<file path="config.mk">
export PLATFORM = sky130hd
export DESIGN_NAME = switch_debouncer
export DESIGN_NICKNAME = d
export VERILOG_FILES = /design/src/rtl/switch_debouncer.sv
export SDC_FILE = /design/constraint.sdc
export NUM_CORES = 1
export LEC_CHECK = 0
export BUFFER_PORTS_ARGS = -buffer_cell sky130_fd_sc_hd__buf_2
export CAP_MARGIN = 20
export CORE_ASPECT_RATIO = 0.5
export CORE_UTILIZATION = 50
export CTS_CLUSTER_DIAMETER = 30
export DETAILED_ROUTE_END_ITERATION = 10
export GPL_TIMING_DRIVEN = 1
export PLACE_DENSITY = 0.66
export SLEW_MARGIN = 25
export SYNTH_ARGS = -nofsm -noshare
export SYNTH_HDL_FRONTEND = slang
export SYNTH_SLANG_ARGS = --single-unit
</file>
<file path="constraint.sdc">
create_clock -name clk -period 5.17 [get_ports clk]
set_clock_uncertainty 0.15 [all_clocks]
set_input_delay 0.7755 -clock clk [delete_from_list [all_inputs] [get_ports clk]]
set_output_delay 0.7755 -clock clk [all_outputs]
set_load 0.02 [all_outputs]
</file>
<file path="src/rtl/switch_debouncer.sv">
// Eight-channel two-flop synchronizer and counter debouncer for board slide switches.
// Produces clean registered levels plus a one-cycle change pulse and per-bit change mask.
module switch_debouncer #(
  parameter int unsigned WIDTH           = 8,
  parameter int unsigned DEBOUNCE_CYCLES = 50000,
  parameter int unsigned CNT_W           = $clog2(DEBOUNCE_CYCLES)
) (
  input  logic             clk,
  input  logic             rst,
  input  logic [0:WIDTH-1] sw_in,
  output logic [0:WIDTH-1] sw_out,
  output logic             changed,
  output logic [0:WIDTH-1] changed_mask
);

  localparam logic [CNT_W-1:0] CNT_MAX = CNT_W'(DEBOUNCE_CYCLES - 1);

  logic [0:WIDTH-1] s1_r;
  logic [0:WIDTH-1] s2_r;
  logic [CNT_W-1:0] cnt_r     [WIDTH];
  logic [CNT_W-1:0] cnt_nxt_s [WIDTH];
  logic [0:WIDTH-1] flip_s;

  // Per-channel next count and flip decision; a return to the current level restarts the count.
  always_comb begin
    for (int i = 0; i < int'(WIDTH); i++) begin
      flip_s[i]    = 1'b0;
      cnt_nxt_s[i] = {CNT_W{1'b0}};
      if (s2_r[i] == sw_out[i]) begin
        cnt_nxt_s[i] = {CNT_W{1'b0}};
      end else if (cnt_r[i] == CNT_MAX) begin
        flip_s[i]    = 1'b1;
        cnt_nxt_s[i] = {CNT_W{1'b0}};
      end else begin
        cnt_nxt_s[i] = cnt_r[i] + CNT_W'(1);
      end
    end
  end

  // Synchronizer, counters and registered outputs; reset discards any partial count.
  always_ff @(posedge clk or posedge rst) begin
    if (rst) begin
      s1_r         <= {WIDTH{1'b0}};
      s2_r         <= {WIDTH{1'b0}};
      sw_out       <= {WIDTH{1'b0}};
      changed_mask <= {WIDTH{1'b0}};
      changed      <= 1'b0;
      for (int i = 0; i < int'(WIDTH); i++) begin
        cnt_r[i] <= {CNT_W{1'b0}};
      end
    end else begin
      s1_r         <= sw_in;
      s2_r         <= s1_r;
      sw_out       <= sw_out ^ flip_s;
      changed_mask <= flip_s;
      changed      <= |flip_s;
      for (int i = 0; i < int'(WIDTH); i++) begin
        cnt_r[i] <= cnt_nxt_s[i];
      end
    end
  end

endmodule

</file>
# Yosys cells after proc, flatten, opt, wreduce, memory -nomap -nowiden
# Index checks and enable logic that the tools add are counted.
dict set report word_totals {
  latchBits 0
  word_cells 71
  output_inout_bits 17
  romBits 0
  memories 0
  ff_bits 161
  input_bits 10
  ram_bits 0
}
dict set report classes {
  n_div 0
  n_reduce_logical 1
  order_cmp 0
  bitwise_logic 1
  n_shift 0
  n_mux 32
  n_eq_ne 16
  multipliers 0
  addsub 8
}
# op n
set op_table {}
lappend op_table {{two-way mux 16 bit} 16}
lappend op_table {{adder 16 x 1 -> 16 bit, second input constant} 8}
lappend op_table {{equality test 16 bit, second input constant} 8}
lappend op_table {{two-way mux 1 bit} 16}
lappend op_table {{equality test 1 bit} 8}
lappend op_table {{OR reduction 8 bit} 1}
lappend op_table {{bitwise XOR 8 bit} 1}

# Longest topological paths before layout
# Gate-level depths: netlist (run 1).
dict set report logic_depth {
  ltp_word 4
  ltp_mapped 7
  ltp_nobuf 5
}

# Worst setup path after synthesis (run 1)
# OpenSTA, ideal clock, no wires.
dict set report synth_timing {
  kind {reg2reg}
  startpoint {register cnt_r[123] (netlist name)}
  endpoint {register cnt_r[117] (netlist name)}
  setup_ns 0.119
  t_arrival_ns 1.814
  n_path_buf 2
  slack_ns 3.087
  required_ns 4.901
  stages_incl_launch_ff 7
  period_less_slack_ns 2.083
  cell_sequence {dfrtp_1 > or4b_1 > or4_4 > nand2b_2 > buf_6 > buf_12 > nor2_1}
}
# item line_no
set synth_rtl {}
lappend synth_rtl {{from (decl)} 20} ;# logic [CNT_W-1:0] cnt_r [WIDTH];
lappend synth_rtl {{from (signal, indexed assignment)} 49} ;# cnt_r[i] <= {CNT_W{1'b0}};
lappend synth_rtl {{from (signal, indexed assignment)} 58} ;# cnt_r[i] <= cnt_nxt_s[i];

==> results of run 1 <==
[registers in the layout, indices dropped and copies added (netlist names), named ones only]
signal        flops
changed           1
changed_mask      8
cnt_r           128
s1_r              8
s2_r              8
[cell usage after synthesis (13+ instances only)]
| master | count |
|---|---|
| nand4_1 | 36 |
| xnor2_1 | 56 |
| a21oi_1 | 21 |
| nor4_1 | 17 |
| nand3_1 | 40 |
| nor3_1 | 13 |
| inv_1 | 19 |
| clkbuf_1 | 14 |
| nor2_1 | 117 |
| and3_1 | 22 |
| nor4bb_1 | 14 |
| nand2_1 | 38 |
| xor2_1 | 43 |
| dfrtp_1 | 161 |
| or3_1 | 17 |
[per-stage QoR]
stage          setup WS [ps]  utilization, %  std cells  hold slack (ps)
2_1_floorplan           2200               -        711              181
3_3_place_gp            3010            55.1        913              183
3_5_place_dp            2970            55.1        913              185
4_1_cts                 2960            59.2        945              200
5_1_grt                 2860            59.2        945              202
6_report                2970            59.2        945              198
[worst max-delay path, delay by kind of cell (launching register included)]
kind | cells | cell delay (ps)
DFF | 1 | 420
and+or+nand+nor | 4 | 1510
[worst min-delay path by stage]
stage	slack, ps	to	depth (start not counted)
global placement	180	s2_r[3]	0
finish	200	s2_r[0]	0
global route	200	s2_r[0]	0
detailed placement	180	s2_r[0]	0
CTS	200	s2_r[0]	0
floorplan	180	s2_r[0]	0
[per-layer routing]
| metal | up-vias | wire length, um | part of all wire, % |
|---|---|---|---|
| li1 | 2556 | - | - |
| met1 | 2508 | 6700 | 50 |
| met2 | 64 | 6270 | 47 |
| met3 | 14 | 362 | 2.7 |
| met4 | 0 | 140 | 1.0 |
| met5 | - | 0 | 0 |
[kinds of logic (layout without fill, tap and decap cells)]
kind of cell	after synthesis	in the layout	synth area share [%]
and+or+nand+nor	353	353	25.5
adders and majority gates	8	8	1.36
AOI/OAI and AO/OA	46	46	3.51
buffers and inverters	36	78	2.17
xor gates and xnor gates	99	99	11.7
muxes	8	8	1.22
DFF	161	161	54.5
[report_power, final]
part | internal [mW] | total (mW) | switching (mW) | leakage (nW)
combinational | 0.0215 | 0.0760 | 0.0545 | 1.04
sequential | 1.28 | 1.30 | 0.0168 | 2.19
clock | 0.677 | 1.23 | 0.548 | 0.276
total | 1.98 | 2.60 | 0.619 | 3.51
[cell type report]
cell class                      instances  share of cell area [%]
Timing Repair Buffer                   27                    1.82
Multi-Input combinational cell        514                    38.7
Sequential cell                       161                    48.7
Tap cell                              192                    2.91
Clock buffer                           17                    5.15
Inverter                               19                   0.908
Clock inverter                         15                    1.83
==> flow_results.xml, run 1 <==
<?xml version="1.0" encoding="UTF-8"?>
<metrics>
  <group name="critical_path">
    <metric name="r2r_end" unit="">cnt_r[123]</metric>
    <metric name="worst_ep_required" unit="ps">5310</metric>
    <metric name="r2r.worst_path.cells" unit="">4</metric>
    <metric name="regToRegStartpoint" unit="">cnt_r[123]</metric>
    <metric name="max_stage_delay" unit="ps">570</metric>
    <metric name="reg2reg_slack" unit="ps">2970</metric>
    <metric name="worst_ep_arrival_time" unit="ps">2340</metric>
    <metric name="capturing_instance_or_port_of_the_critical_path" unit="">cnt_r[123]</metric>
    <metric name="worstSetupStartpointType" unit="">flop</metric>
    <metric name="worst_setup_path_startpoint" unit="">cnt_r[123]</metric>
    <metric name="critical-path-slowest-cell" unit="">or4_4</metric>
    <metric name="crit_path_cell_trace" unit="">or4b_1 -&gt; or4_4 -&gt; nand2b_2 -&gt; nor2_1</metric>
    <metric name="setup.worst_path.class" unit="">flop to flop</metric>
    <metric name="crit_path_end_kind" unit="">flop</metric>
    <metric name="worstPathMaxFanout" unit="">16</metric>
  </group>
  <group name="synth">
    <metric name="synth_enable_flop_cells" unit="">0</metric>
    <metric name="synth.top_cell.area_share" unit="%">54.5</metric>
    <metric name="yosysWarnings" unit="">0</metric>
    <metric name="synth_top_flop_cell" unit="">dfrtp_1</metric>
    <metric name="syn_area_per_cell" unit="um^2">10.4</metric>
    <metric name="synthDistinctLibCells" unit="">37</metric>
    <metric name="async_flop_share" unit="%">100</metric>
    <metric name="synthDominantAreaCellType" unit="">dfrtp_1</metric>
    <metric name="mappedNetlistArea" unit="um^2">7390</metric>
    <metric name="yosys_register_bits" unit="">161</metric>
    <metric name="synth.net_count" unit="">729</metric>
    <metric name="mapped_cells" unit="">711</metric>
    <metric name="ys_top_cells_by_area" unit="">dfrtp_1 55%, xnor2_1 6.6%, nor2_1 5.9%, xor2_1 5.1%, nand4_1 3.0%</metric>
    <metric name="synth_seq_area_share" unit="%">54.5</metric>
  </group>
  <group name="route">
    <metric name="post-route-drc-count" unit="">0</metric>
    <metric name="antenna_left" unit="">0</metric>
    <metric name="dr.first_iter.drc_count" unit="">304</metric>
    <metric name="mean_routed_wirelength_per_cell" unit="um">14.3</metric>
    <metric name="detailedRoute.firstPassIterationCount" unit="">4</metric>
    <metric name="vias" unit="">5142</metric>
    <metric name="drt-total-wl" unit="mm">13.5</metric>
    <metric name="post_drt_via_cell_ratio" unit="">5.44</metric>
  </group>
  <group name="timing">
    <metric name="min_period" unit="ps">2200</metric>
    <metric name="grt_setup_unrepaired" unit="">no</metric>
    <metric name="final-hold-violation-count" unit="">0</metric>
    <metric name="worst-slew-pin-transition" unit="ps">813</metric>
    <metric name="setup_violations" unit="">0</metric>
    <metric name="slew_headroom" unit="%">45.8</metric>
    <metric name="maxSlewViolCount" unit="">0</metric>
    <metric name="fin_tns_setup" unit="ps">0</metric>
    <metric name="max_freq" unit="MHz">454</metric>
    <metric name="fin_crit_sh" unit="%">42.6</metric>
  </group>
  <group name="floorplanning">
    <metric name="die_h" unit="um">87.9</metric>
    <metric name="number_of_primary_i_o_pins" unit="">27</metric>
    <metric name="floorplan.initialDensity" unit="%">52.9</metric>
    <metric name="die_area" unit="um^2">15300</metric>
    <metric name="core_area" unit="um^2">14000</metric>
    <metric name="site_row_count" unit="">30</metric>
    <metric name="die-width" unit="um">174</metric>
  </group>
  <group name="status">
    <metric name="run_status" unit="">completed</metric>
  </group>
  <group name="worst_hold_path">
    <metric name="min-delay-start" unit="">s1_r[0]</metric>
    <metric name="hp-class" unit="">flop to flop</metric>
  </group>
  <group name="grt">
    <metric name="grt_busiest_layer" unit="">met2</metric>
    <metric name="wire_length_of_the_first_global_routing_pass" unit="mm">23.7</metric>
    <metric name="overflow" unit="">0</metric>
    <metric name="grt_max_degree" unit="">162</metric>
    <metric name="first_global_vias" unit="">5173</metric>
    <metric name="initial_antenna_violation_count" unit="">0</metric>
    <metric name="met2_usage" unit="%">32.4</metric>
    <metric name="grt.met1_usage" unit="%">25.3</metric>
    <metric name="global_route.usage.total" unit="%">19.2</metric>
    <metric name="grt_met3_usage" unit="%">4.17</metric>
  </group>
  <group name="pwr">
    <metric name="power.total" unit="mW">2.60</metric>
    <metric name="power.leakage" unit="nW">3.51</metric>
    <metric name="p_per_area" unit="nW/um^2">314</metric>
    <metric name="vdd.ir_drop.worst" unit="uV">222</metric>
  </group>
  <group name="layout">
    <metric name="mostFrequentLayoutCell" unit="">dfrtp_1</metric>
    <metric name="commonest_cells_after_routing_fill_and_taps_aside" unit="">161 x dfrtp_1, 117 x nor2_1, 56 x xnor2_1, 43 x xor2_1, 40 x nand3_1</metric>
    <metric name="final-seq-area" unit="um^2">4030</metric>
    <metric name="final_nets" unit="">758</metric>
    <metric name="fillerInstances" unit="">1178</metric>
    <metric name="finish.instance_area" unit="um^2">8270</metric>
    <metric name="flow.area_growth_from_synthesis" unit="%">11.9</metric>
    <metric name="layout-drive-gt1-share" unit="%">10.1</metric>
    <metric name="multiInputGateArea" unit="um^2">3200</metric>
    <metric name="n_antenna_cell" unit="">0</metric>
  </group>
  <group name="placement">
    <metric name="detailed_place.area" unit="um^2">7690</metric>
    <metric name="post-dp-hpwl" unit="mm">8.56</metric>
    <metric name="placement.io_buffers" unit="">26</metric>
    <metric name="place.gp.congestion" unit="">0.831</metric>
  </group>
  <group name="clock_network">
    <metric name="tritoncts" unit="">built</metric>
    <metric name="tritoncts.num_buffers" unit="">17</metric>
    <metric name="max-clock-path-buffers" unit="">2</metric>
    <metric name="post-cts-setup-buffer-count" unit="">0</metric>
    <metric name="clock_latency" unit="ps">420</metric>
    <metric name="cts_resized" unit="">0</metric>
    <metric name="maximum_level_of_the_cts_h_tree" unit="">4</metric>
    <metric name="cts_num_sinks" unit="">161</metric>
    <metric name="cts_hold_buf" unit="">0</metric>
    <metric name="clock_tree.root_cell" unit="">clkbuf_16</metric>
    <metric name="worst_setup_hold_path_clk_slew" unit="ps">70</metric>
  </group>
  <group name="run">
    <metric name="max_cap_violations" unit="">0</metric>
  </group>
</metrics>
Note: power is estimated with default switching activity, not from simulation.
==> inputs of run 2 (changes only) <==
Settings changed: ABC_AREA set to 1.
Clock period 5.17 ns to 1.9 ns, I/O delays scaled along.
==> run 2 against run 1 <==
Compared with the run above: design area rose by 14%; wire length rose by 22%; clock power rose to 3.0 times the previous value; hold slack barely moved; register-to-register slack got worse by 2700 ps; first-iteration DRC count rose by 20%; area after synthesis rose by 11%.
==> flow_results.xml, run 2 <==
<?xml version="1.0" encoding="UTF-8"?>
<metrics>
  <group name="placement">
    <metric name="place.gp.congestion" unit="">0.904</metric>
    <metric name="post-dp-hpwl" unit="mm">11.5</metric>
    <metric name="placement.io_buffers" unit="">26</metric>
  </group>
  <group name="synth">
    <metric name="synth_enable_flop_cells" unit="">0</metric>
    <metric name="synth_top_cells_by_count" unit="">230 x nor2_1, 225 x nand2_1, 161 x dfrtp_1</metric>
    <metric name="synth_top_flop_cell" unit="">dfrtp_1</metric>
    <metric name="synthDominantAreaCellType" unit="">dfrtp_1</metric>
    <metric name="most_repeated_cell_in_the_gate_level_netlist_after_synthesis" unit="">nor2_1</metric>
    <metric name="async_flop_share" unit="%">100</metric>
    <metric name="synth_seq_area_share" unit="%">49.0</metric>
    <metric name="synth.top_cell.area_share" unit="%">49.0</metric>
    <metric name="synthDistinctLibCells" unit="">32</metric>
    <metric name="mappedNetlistArea" unit="um^2">8230</metric>
    <metric name="mapped_cells" unit="">1052</metric>
    <metric name="ys_top_cells_by_area" unit="">dfrtp_1 49%, nor2_1 10%, nand2_1 10%, inv_1 6.3%, nand3_1 4.3%</metric>
    <metric name="syn_area_per_cell" unit="um^2">7.82</metric>
    <metric name="synth.net_count" unit="">1070</metric>
    <metric name="yosysWarnings" unit="">0</metric>
    <metric name="yosys_register_bits" unit="">161</metric>
  </group>
  <group name="floorplanning">
    <metric name="die_h" unit="um">92.7</metric>
    <metric name="die_area" unit="um^2">17000</metric>
    <metric name="site_row_count" unit="">32</metric>
    <metric name="die-width" unit="um">183</metric>
    <metric name="number_of_primary_i_o_pins" unit="">27</metric>
    <metric name="floorplan.initialDensity" unit="%">52.3</metric>
    <metric name="core_area" unit="um^2">15700</metric>
  </group>
  <group name="clock_network">
    <metric name="worst_setup_hold_path_clk_slew" unit="ps">70</metric>
    <metric name="max-clock-path-buffers" unit="">2</metric>
    <metric name="maximum_level_of_the_cts_h_tree" unit="">4</metric>
    <metric name="clock_tree.root_cell" unit="">clkbuf_16</metric>
    <metric name="clock_latency" unit="ps">420</metric>
    <metric name="cts_num_sinks" unit="">161</metric>
    <metric name="tritoncts.num_buffers" unit="">17</metric>
    <metric name="tritoncts" unit="">built</metric>
  </group>
  <group name="layout">
    <metric name="final_nets" unit="">1127</metric>
    <metric name="largest_register" unit="">cnt_r</metric>
    <metric name="layout.core_utilization" unit="%">59.7</metric>
    <metric name="flow.area_growth_from_synthesis" unit="%">14.2</metric>
    <metric name="n_antenna_cell" unit="">0</metric>
    <metric name="fillerInstances" unit="">1413</metric>
    <metric name="layout-drive-gt1-share" unit="%">10.7</metric>
    <metric name="commonest_cells_after_routing_fill_and_taps_aside" unit="">229 x nor2_1, 225 x nand2_1, 161 x dfrtp_1, 137 x inv_1, 70 x nand3_1</metric>
    <metric name="largest_reg_flops" unit="">128</metric>
    <metric name="mostFrequentLayoutCell" unit="">nor2_1</metric>
  </group>
  <group name="critical_path">
    <metric name="worst_ep_arrival_time" unit="ps">1830</metric>
    <metric name="regToRegStartpoint" unit="">cnt_r[96]</metric>
    <metric name="cp_top_family" unit="">simple AND/OR/NAND/NOR gates</metric>
    <metric name="worstSetupStartpointType" unit="">flop</metric>
    <metric name="crit_path_cell_trace" unit="">ha_1 -&gt; nand3_1 -&gt; nor2_1 -&gt; nand2_1 -&gt; nand2_2 -&gt; nor2_1</metric>
    <metric name="worstPathMaxFanout" unit="">9</metric>
    <metric name="setup.worst_path.class" unit="">flop to flop</metric>
    <metric name="worst-path-buf-inv" unit="">0</metric>
    <metric name="crit_path_end_kind" unit="">flop</metric>
    <metric name="worst_ep_required" unit="ps">2050</metric>
    <metric name="most_frequent_cell_on_the_critical_path" unit="">nor2_1</metric>
    <metric name="worst_setup_path_startpoint" unit="">cnt_r[96]</metric>
    <metric name="critical-path-slowest-cell" unit="">dfrtp_1</metric>
    <metric name="max_stage_delay" unit="ps">390</metric>
  </group>
  <group name="grt">
    <metric name="wire_length_of_the_first_global_routing_pass" unit="mm">29.0</metric>
    <metric name="overflow" unit="">0</metric>
    <metric name="grt.met1_usage" unit="%">29.4</metric>
    <metric name="grt_busiest_layer" unit="">met2</metric>
    <metric name="global_route.usage.total" unit="%">21.2</metric>
    <metric name="grt_max_degree" unit="">100</metric>
    <metric name="met2_usage" unit="%">33.9</metric>
    <metric name="first_global_vias" unit="">6335</metric>
    <metric name="initial_antenna_violation_count" unit="">0</metric>
    <metric name="grt_met3_usage" unit="%">4.33</metric>
  </group>
  <group name="timing">
    <metric name="final-hold-violation-count" unit="">0</metric>
    <metric name="grt_setup_unrepaired" unit="">no</metric>
    <metric name="slew_headroom" unit="%">63.6</metric>
    <metric name="maxSlewViolCount" unit="">0</metric>
    <metric name="min_period" unit="ps">1680</metric>
    <metric name="setup_violations" unit="">0</metric>
    <metric name="fin_tns_setup" unit="ps">0</metric>
    <metric name="max_freq" unit="MHz">595</metric>
    <metric name="worst-slew-pin-transition" unit="ps">547</metric>
    <metric name="fin_crit_sh" unit="%">88.5</metric>
  </group>
  <group name="pwr">
    <metric name="power.total" unit="mW">7.45</metric>
    <metric name="p_per_area" unit="nW/um^2">792</metric>
    <metric name="power.leakage" unit="nW">4.33</metric>
    <metric name="vdd.ir_drop.worst" unit="uV">683</metric>
  </group>
  <group name="route">
    <metric name="post-route-drc-count" unit="">0</metric>
    <metric name="vias" unit="">6659</metric>
    <metric name="post_drt_via_cell_ratio" unit="">4.96</metric>
    <metric name="drt-total-wl" unit="mm">16.4</metric>
    <metric name="dr.first_iter.drc_count" unit="">366</metric>
    <metric name="detailedRoute.firstPassIterationCount" unit="">5</metric>
    <metric name="antenna_left" unit="">0</metric>
    <metric name="mean_routed_wirelength_per_cell" unit="um">12.2</metric>
  </group>
  <group name="status">
    <metric name="run_status" unit="">completed</metric>
  </group>
  <group name="worst_hold_path">
    <metric name="min-delay-start" unit="">s1_r[4]</metric>
    <metric name="hp-class" unit="">flop to flop</metric>
  </group>
  <group name="run">
    <metric name="max_cap_violations" unit="">0</metric>
  </group>
</metrics>
run 2: changes by cell type after synthesis, sizes merged, moves of 10 or more:
cell | before | now
inv | 19 | 144
clkbuf | 14 | 0
nand3 | 40 | 77
nand2 | 38 | 239
nor4bb | 14 | 0
or4 | 11 | 0
or3 | 18 | 0
nor3 | 13 | 54
o21bai | 0 | 10
nor2 | 117 | 247
and3 | 22 | 2
nor4 | 17 | 0
xor2 | 43 | 28
xnor2 | 56 | 9
run 2: layer usage:
metal / up-vias / part of all wire (%)
met1: 3080 / 50
li1: 3441 / -
met3: 18 / 3.3
met2: 120 / 46
met4: 0 / 0.96
met5: - / 0
run 2: per-stage QoR:
step | std cells | area, um^2 | setup slack, ps | hold WS [ps]
finish | 1343 | 9400 | 219 | 198
global route | 1343 | 9400 | 41.4 | 211
CTS | 1343 | 9400 | 188 | 198
detailed placement | 1302 | 8690 | 246 | 185
global placement | 1302 | 8690 | 299 | 181
floorplan | 1052 | 8230 | -578 | 166
run 2: cell families (layout without fill, tap and decap cells):
| group | count (synthesis) | after routing | synth area share (%) |
|---|---|---|---|
| adders and majority gates | 8 | 8 | 1.22 |
| and+or+nand+nor | 657 | 657 | 35.7 |
| AOI/OAI and AO/OA | 45 | 45 | 3.39 |
| xor gates and xnor gates | 37 | 37 | 4.12 |
| buffers and inverters | 144 | 214 | 6.60 |
| DFF | 161 | 161 | 49.0 |
run 2: repair_timing:
action	4_1_cts	5_1_grt
setup buffers	0	0
hold buffers	9	0
endpoints found under the setup margin	0	1
hold endpoints to repair	169	0
gates resized for setup	0	1
run 2: path summary, 6_finish.rpt:
kind / cells past startpoint / slack, ps / to
max: 6 / 220 / cnt_r[101]
min: 0 / 200 / s2_r[4]
max reg2reg: 6 / 220 / cnt_r[101]
min reg2reg: 0 / 200 / s2_r[4]
max in group asynchronous: 4 / 740 / cnt_r[68]
min in group asynchronous: 4 / 370 / cnt_r[103]
run 2: layout make-up:
class                           count  area (um^2)  share of cell area (%)
Timing Repair Buffer               38          268                    2.85
Multi-Input combinational cell    747         3660                    38.9
Clock buffer                       17          425                    4.52
Sequential cell                   161         4030                    42.9
Clock inverter                     15          196                    2.09
Tap cell                          221          277                    2.94
Inverter                          144          547                    5.82
run 2: power breakdown:
| part | internal [mW] | total, mW | switching, mW | leakage (nW) |
|---|---|---|---|---|
| clock | 2.12 | 3.66 | 1.54 | 0.308 |
| combinational | 0.0879 | 0.261 | 0.173 | 1.83 |
| sequential | 3.48 | 3.53 | 0.0494 | 2.19 |
| total | 5.69 | 7.45 | 1.76 | 4.33 |
